### src/rtl/multicycle_control_fsm.sv
// Multicycle control FSM for the datapath-without-control: sequences fetch/decode/execute/writeback,
// traps on arithmetic overflow or illegal opcodes, and reports halt/exception status.
module multicycle_control_fsm #(
    parameter bit OVF_TRAP     = 1'b1,
    parameter bit ILLEGAL_TRAP = 1'b1
) (
    input  logic        clock,
    input  logic        reset,
    input  logic [15:0] instruction,
    input  logic        overflow_input,
    output logic        MemWrite,
    output logic        PCWrite,
    output logic        SPWrite,
    output logic        InstWrite,
    output logic [1:0]  MemSrc,
    output logic [2:0]  MemDst,
    output logic [2:0]  PCSrc,
    output logic [2:0]  SPSrc,
    output logic        mary_write,
    output logic        shelley_write,
    output logic        comp_write,
    output logic        ra_write,
    output logic [1:0]  mary_src,
    output logic [1:0]  shelley_src,
    output logic        ra_src,
    output logic        SrcA,
    output logic [1:0]  SrcB,
    output logic [3:0]  AluOp,
    output logic        halted,
    output logic        exception,
    output logic [1:0]  exc_cause,
    output logic [3:0]  state_dbg
);

    typedef enum logic [3:0] {
        S_RST    = 4'd0,
        S_FETCH  = 4'd1,
        S_DECODE = 4'd2,
        S_EXEC   = 4'd3,
        S_MEMWB  = 4'd4,
        S_POPRD  = 4'd5,
        S_TRAP   = 4'd6,
        S_HALTED = 4'd7
    } state_t;

    state_t      r_state;
    logic [3:0]  r_op;
    logic [1:0]  r_rd;
    logic        r_halted;
    logic        r_exception;
    logic [1:0]  r_exc_cause;

    logic        w_illegal;
    logic        w_ovf;
    logic        w_rd_we;
    logic [1:0]  w_rd_src;
    logic        w_jal_link;
    logic [1:0]  w_rd_memsrc;
    logic        w_unused;

    assign w_unused = ^instruction[9:0];

    // LW/POP into ra would need a memory source ra does not have, so they decode as illegal.
    assign w_illegal = (r_op == 4'hE) ||
                       (((r_op == 4'h6) || (r_op == 4'h9)) && (r_rd == 2'b11));
    assign w_ovf = OVF_TRAP && overflow_input &&
                   ((r_op == 4'h0) || (r_op == 4'h1) || (r_op == 4'h5));

    // rd encoding (comp=10, ra=11) differs from MemSrc encoding (ra=10, comp=11).
    assign w_rd_memsrc = r_rd[1] ? {1'b1, ~r_rd[0]} : r_rd;

    always_ff @(posedge clock) begin
        if (reset) begin
            r_state     <= S_RST;
            r_halted    <= 1'b0;
            r_exception <= 1'b0;
            r_exc_cause <= 2'b00;
        end else begin
            case (r_state)
                S_RST:    r_state <= S_FETCH;
                S_FETCH:  r_state <= S_DECODE;
                S_DECODE: begin
                    r_op    <= instruction[15:12];
                    r_rd    <= instruction[11:10];
                    r_state <= S_EXEC;
                end
                S_EXEC: begin
                    if (w_illegal)
                        r_state <= ILLEGAL_TRAP ? S_TRAP : S_FETCH;
                    else if (w_ovf)
                        r_state <= S_TRAP;
                    else begin
                        case (r_op)
                            4'h6: r_state <= S_MEMWB;
                            4'h9: r_state <= S_POPRD;
                            4'hF: begin
                                r_state  <= S_HALTED;
                                r_halted <= 1'b1;
                            end
                            default: r_state <= S_FETCH;
                        endcase
                    end
                end
                S_MEMWB:  r_state <= S_FETCH;
                S_POPRD:  r_state <= S_MEMWB;
                S_TRAP: begin
                    // op/rd are still latched, so the cause is recovered here rather than stored.
                    r_exception <= 1'b1;
                    r_exc_cause <= w_illegal ? 2'b10 : 2'b01;
                    r_state     <= S_FETCH;
                end
                S_HALTED: r_state <= S_HALTED;
                default:  r_state <= S_RST;
            endcase
        end
    end

    always_comb begin
        MemWrite   = 1'b0;
        PCWrite    = 1'b0;
        SPWrite    = 1'b0;
        InstWrite  = 1'b0;
        MemSrc     = 2'b00;
        MemDst     = 3'b000;
        PCSrc      = 3'b000;
        SPSrc      = 3'b000;
        SrcA       = 1'b0;
        SrcB       = 2'b00;
        AluOp      = 4'b0000;
        w_rd_we    = 1'b0;
        w_rd_src   = 2'b00;
        w_jal_link = 1'b0;
        if (!reset) begin
            case (r_state)
                S_FETCH: begin
                    InstWrite = 1'b1;
                    PCWrite   = 1'b1;
                end
                S_EXEC: begin
                    if (!w_illegal) begin
                        case (r_op)
                            4'h0, 4'h1, 4'h2, 4'h3, 4'h4: begin
                                AluOp   = r_op;
                                w_rd_we = !w_ovf;
                            end
                            4'h5: begin
                                SrcB    = 2'b01;
                                w_rd_we = !w_ovf;
                            end
                            4'h6: MemDst = 3'b010;
                            4'h7: begin
                                MemDst   = 3'b010;
                                MemSrc   = w_rd_memsrc;
                                MemWrite = 1'b1;
                            end
                            4'h8: begin
                                MemDst   = 3'b001;
                                MemSrc   = w_rd_memsrc;
                                MemWrite = 1'b1;
                                SPWrite  = 1'b1;
                            end
                            4'h9: begin
                                SPWrite = 1'b1;
                                SPSrc   = 3'b001;
                            end
                            4'hA: begin
                                PCWrite = 1'b1;
                                PCSrc   = 3'b001;
                            end
                            4'hB: begin
                                PCWrite    = 1'b1;
                                PCSrc      = 3'b001;
                                w_jal_link = 1'b1;
                            end
                            4'hC: begin
                                PCWrite = 1'b1;
                                PCSrc   = 3'b010;
                            end
                            4'hD: begin
                                PCWrite = 1'b1;
                                PCSrc   = 3'b011;
                            end
                            default: ;
                        endcase
                    end
                end
                S_POPRD: MemDst = 3'b001;
                S_MEMWB: begin
                    w_rd_we  = 1'b1;
                    w_rd_src = 2'b01;
                end
                S_TRAP: begin
                    PCWrite = 1'b1;
                    PCSrc   = 3'b100;
                end
                default: ;
            endcase
        end
    end

    assign mary_write    = w_rd_we && (r_rd == 2'b00);
    assign shelley_write = w_rd_we && (r_rd == 2'b01);
    assign comp_write    = w_rd_we && (r_rd == 2'b10);
    assign ra_write      = (w_rd_we && (r_rd == 2'b11)) || w_jal_link;
    assign mary_src      = mary_write ? w_rd_src : 2'b00;
    assign shelley_src   = shelley_write ? w_rd_src : 2'b00;
    assign ra_src        = w_jal_link;

    assign halted    = r_halted;
    assign exception = r_exception;
    assign exc_cause = r_exc_cause;
    assign state_dbg = r_state;

endmodule

### config.mk
export PLATFORM = sky130hd
export DESIGN_NAME = multicycle_control_fsm
export DESIGN_NICKNAME = d
export VERILOG_FILES = /design/src/rtl/multicycle_control_fsm.sv
export SDC_FILE = /design/constraint.sdc
export NUM_CORES = 1
export LEC_CHECK = 0
export CELL_PAD_IN_SITES_DETAIL_PLACEMENT = 2
export CELL_PAD_IN_SITES_GLOBAL_PLACEMENT = 2
export CORE_ASPECT_RATIO = 0.6
export CORE_UTILIZATION = 20
export CTS_CLUSTER_SIZE = 30
export DETAILED_ROUTE_END_ITERATION = 6
export MAX_ROUTING_LAYER = met4
export PLACE_DENSITY_LB_ADDON = 0.1
export SETUP_SLACK_MARGIN = 0.3
export SLEW_MARGIN = 20
export SYNTH_ARGS = -nofsm -noshare
export SYNTH_HDL_FRONTEND = slang
export SYNTH_SLANG_ARGS = --single-unit
export TNS_END_PERCENT = 10
### constraint.sdc
create_clock -name clock -period 2.3 [get_ports clock]
set_input_delay 0.46 -clock clock [delete_from_list [all_inputs] [get_ports clock]]
set_output_delay 0.46 -clock clock [all_outputs]
set_load 0.02 [all_outputs]
==> flow_metrics.tcl <==
set metrics [dict create \
    final_layout_size_suffix_gt1_frac 0.412 \
    clock.fmax_mhz 458 \
    register_area_sq_um 324 \
    synth-adder-area-share 0.0487 \
    muxShareOfSynthArea 0 \
    dieWidth_um 94.5 \
    grt_max_degree 12 \
    maxCapViolations 0 \
    share_of_synthesized_cell_area_in_and_or_nand_and_nor_gates 0.356 \
    route.vias.total 1130 \
    crit_end_category "primary output" \
    cts.path.max_buffers 2 \
    clock_sinks 13 \
    synth.yosys.seq_area_share 0.312 \
    route.detailed.wl_per_inst_um 14.5 \
    insertion_delay_ns 0.24 \
    hold_buffers 0 \
    final-setup-viol-count 0 \
    timing.hold.worst_endpoint "exc_cause[0]" \
    critPathKind "reg -> out" \
    chipHeight_um 57.5 \
    port_buffers 38 \
    final.setup_skew_ns 0.00361 \
    leading_post_synthesis_cells_by_cell_area "edfxtp_1, dfxtp_1, buf_4" \
    worst_ir_drop_vdd_uv 189 \
    final.period_utilization 0.949 \
    outcome "completed" \
    grt-ovfl-total 0 \
    floorplan.initialDensity 0.216 \
    hold_path.startpoint "exc_cause[0]" \
    power_density_nw_per_um2 376 \
    grt_antenna_before_repair 0 \
    synth_edf_count 6 \
    layout_min_cycle_time_ns 2.18 \
    rsz0062_at_grt "yes" \
    clkSlewWorstSetupHoldPaths_ns 0.06 \
    nNetsFinal 218 \
    most_used_standard_cell_by_instance_count_after_synthesis "nor2_1" \
    maxSlewViolCount 0 \
    io-pin-count 58 \
    multi_input_comb_area_sq_um 702 \
    synth_top_family_by_area "simple AND/OR/NAND/NOR gates" \
    post-layout-total-power_uw 664 \
    grt_pass1_wl_um 5680 \
    postLayoutCoreUtil 0.371 \
    post-synth-top-area-cell "edfxtp_1" \
    worstReg2RegStart "r_op[1]" \
    core_area_sq_um 4750 \
    most_used_standard_cells_in_the_synthesized_netlist "nor2_1, buf_4, a21oi_1" \
    fp-row-count 19 \
    ys_seq_elements 13 \
    antenna_cells 0 \
    synth_area_in_compound_gates 0.150 \
    synth_unique_cells 40 \
    dpl.hpwl_um 2940 \
    initial_detailed_routing_violation_count 24 \
    htree_levels 1 \
    syn-instance-count 126 \
    synthDominantCellAreaShare 0.175 \
    dominantRegCellSynth "dfxtp_1" \
    grt.total_usage 0.146 \
    hold_violations 0 \
    first_pass_iteration_count_of_the_detailed_router 4 \
    final_antenna_net_count 0 \
    placedInstanceArea_sq_um 1650 \
    clock-root-buffer "clkbuf_8" \
    synth_xor_area_frac 0.00853 \
    total_leakage_power_uw 0.000786 \
    min-delay-path-class "reg -> reg" \
    arrival_ns 1.72 \
    avg_inst_size_synth_sq_um 8.15 \
    critPathMaxFanout 7 \
    area.growth.synth_to_final_pct 71.6 \
    die_outline_area_sq_um 5440 \
    timing.critical_path.from_type "flop" \
    async_reset_ff_frac 0 \
    grt_pass1_vias 1131 \
    via_per_inst 4.40 \
    worst_hold_path.num_cells 2 \
    final.hold.worst_slack_ns 0.460 \
    place.gp.congestion 0.776 \
    cts_tree "built" \
    worstReg2RegEnd "state_dbg[1]" \
    ff2ff_setup_slack_ns 0.29 \
    syn-cell-area_sq_um 1030 \
    drc 0 \
    tritoncts.num_buffers 3 \
    totalWireLength_um 3730 \
    yosysWarnings 0 \
    fill_cells 555 \
    setup_total_negative_slack_ns 0 \
    worst_r2r_path_depth 7 \
    final_area_sq_um 1760 \
    worstPathRequired_ns 1.84 \
]
worst max path at each step:
stage                     slack, ns  cells after the start    startpoint         to
after CTS                      0.10                      4  state_dbg[2]   SPSrc[0]
after global placement        -0.63                      6         reset  MemDst[1]
after global routing           0.02                      6       r_op[1]  MemDst[1]
after detailed placement      -0.67                      6         reset  MemDst[1]
final                          0.12                      4       r_op[2]   SPSrc[0]
after floorplan                0.25                      4         reset  MemDst[1]
power by group:
| part | total [uW] | leakage, uW | switching (uW) | internal, uW |
|---|---|---|---|---|
| Sequential | 263 | 0.000113 | 8.12 | 255 |
| Combinational | 194 | 0.000651 | 105 | 89.8 |
| Clock | 206 | 0.0000228 | 83.8 | 122 |
area by class of cell:
class / count / share of cell area
tap: 63 / 0.0447
sequential: 13 / 0.184
clock buffer: 4 / 0.0256
timing repair buffer: 73 / 0.337
multi-input combinational: 99 / 0.398
inverter: 5 / 0.0106
through the flow:
| step | worst slack, ns | instances |
|---|---|---|
| 6_report | 0.118 | 257 |
| 5_1_grt | 0.0200 | 257 |
| 2_1_floorplan | 0.253 | 134 |
| 3_3_place_gp | -0.634 | 246 |
| 4_1_cts | 0.101 | 254 |
| 3_5_place_dp | -0.669 | 246 |
cells in the final DEF, fill, tap and decap left out, types with 5 or more instances in the layout:
cell type / n
dlygate4sd2_1: 5
nor2_1: 11
clkdlybuf4s50_1: 14
conb_1: 9
nand2_1: 7
nor2_2: 6
a21oi_1: 6
inv_1: 5
buf_4: 34
edfxtp_1: 6
buf_2: 9
what timing repair did:
item | CTS | global route
endpoints found under the setup margin | 23 | 25
setup buffers | 4 | 3
pin swaps | 3 | 8
gates resized for setup | 88 | 23
logic make-up (layout without fill, tap and decap cells):
logic type	after synthesis	after routing
xor+xnor	1	1
buf+inv	22	82
compound gates	24	24
flops	13	13
fa+ha+maj	4	4
other cells	1	9
simple gates	61	61
flip-flops by register name, summed over array words and instances, names as in the netlist:
signal     flops
r_op           4
state_dbg      3
exc_cause      2
r_rd           2
exception      1
halted         1
metal layers:
layer	track usage	wire [um]	vias to the layer above
met5	-	0	-
met2	0.210	1650	28
met1	0.204	1900	539
met4	0.0455	29	0
li1	-	-	561
met3	0.0293	144	2
worst max-delay path, cell delays in order (launching register included):
cell and delay [ns]:
edfxtp_1 0.39, buf_4 0.19, or4b_4 0.55, nor3b_4 0.20
buf_6 0.14
Power figures use the tool's default switching activity.
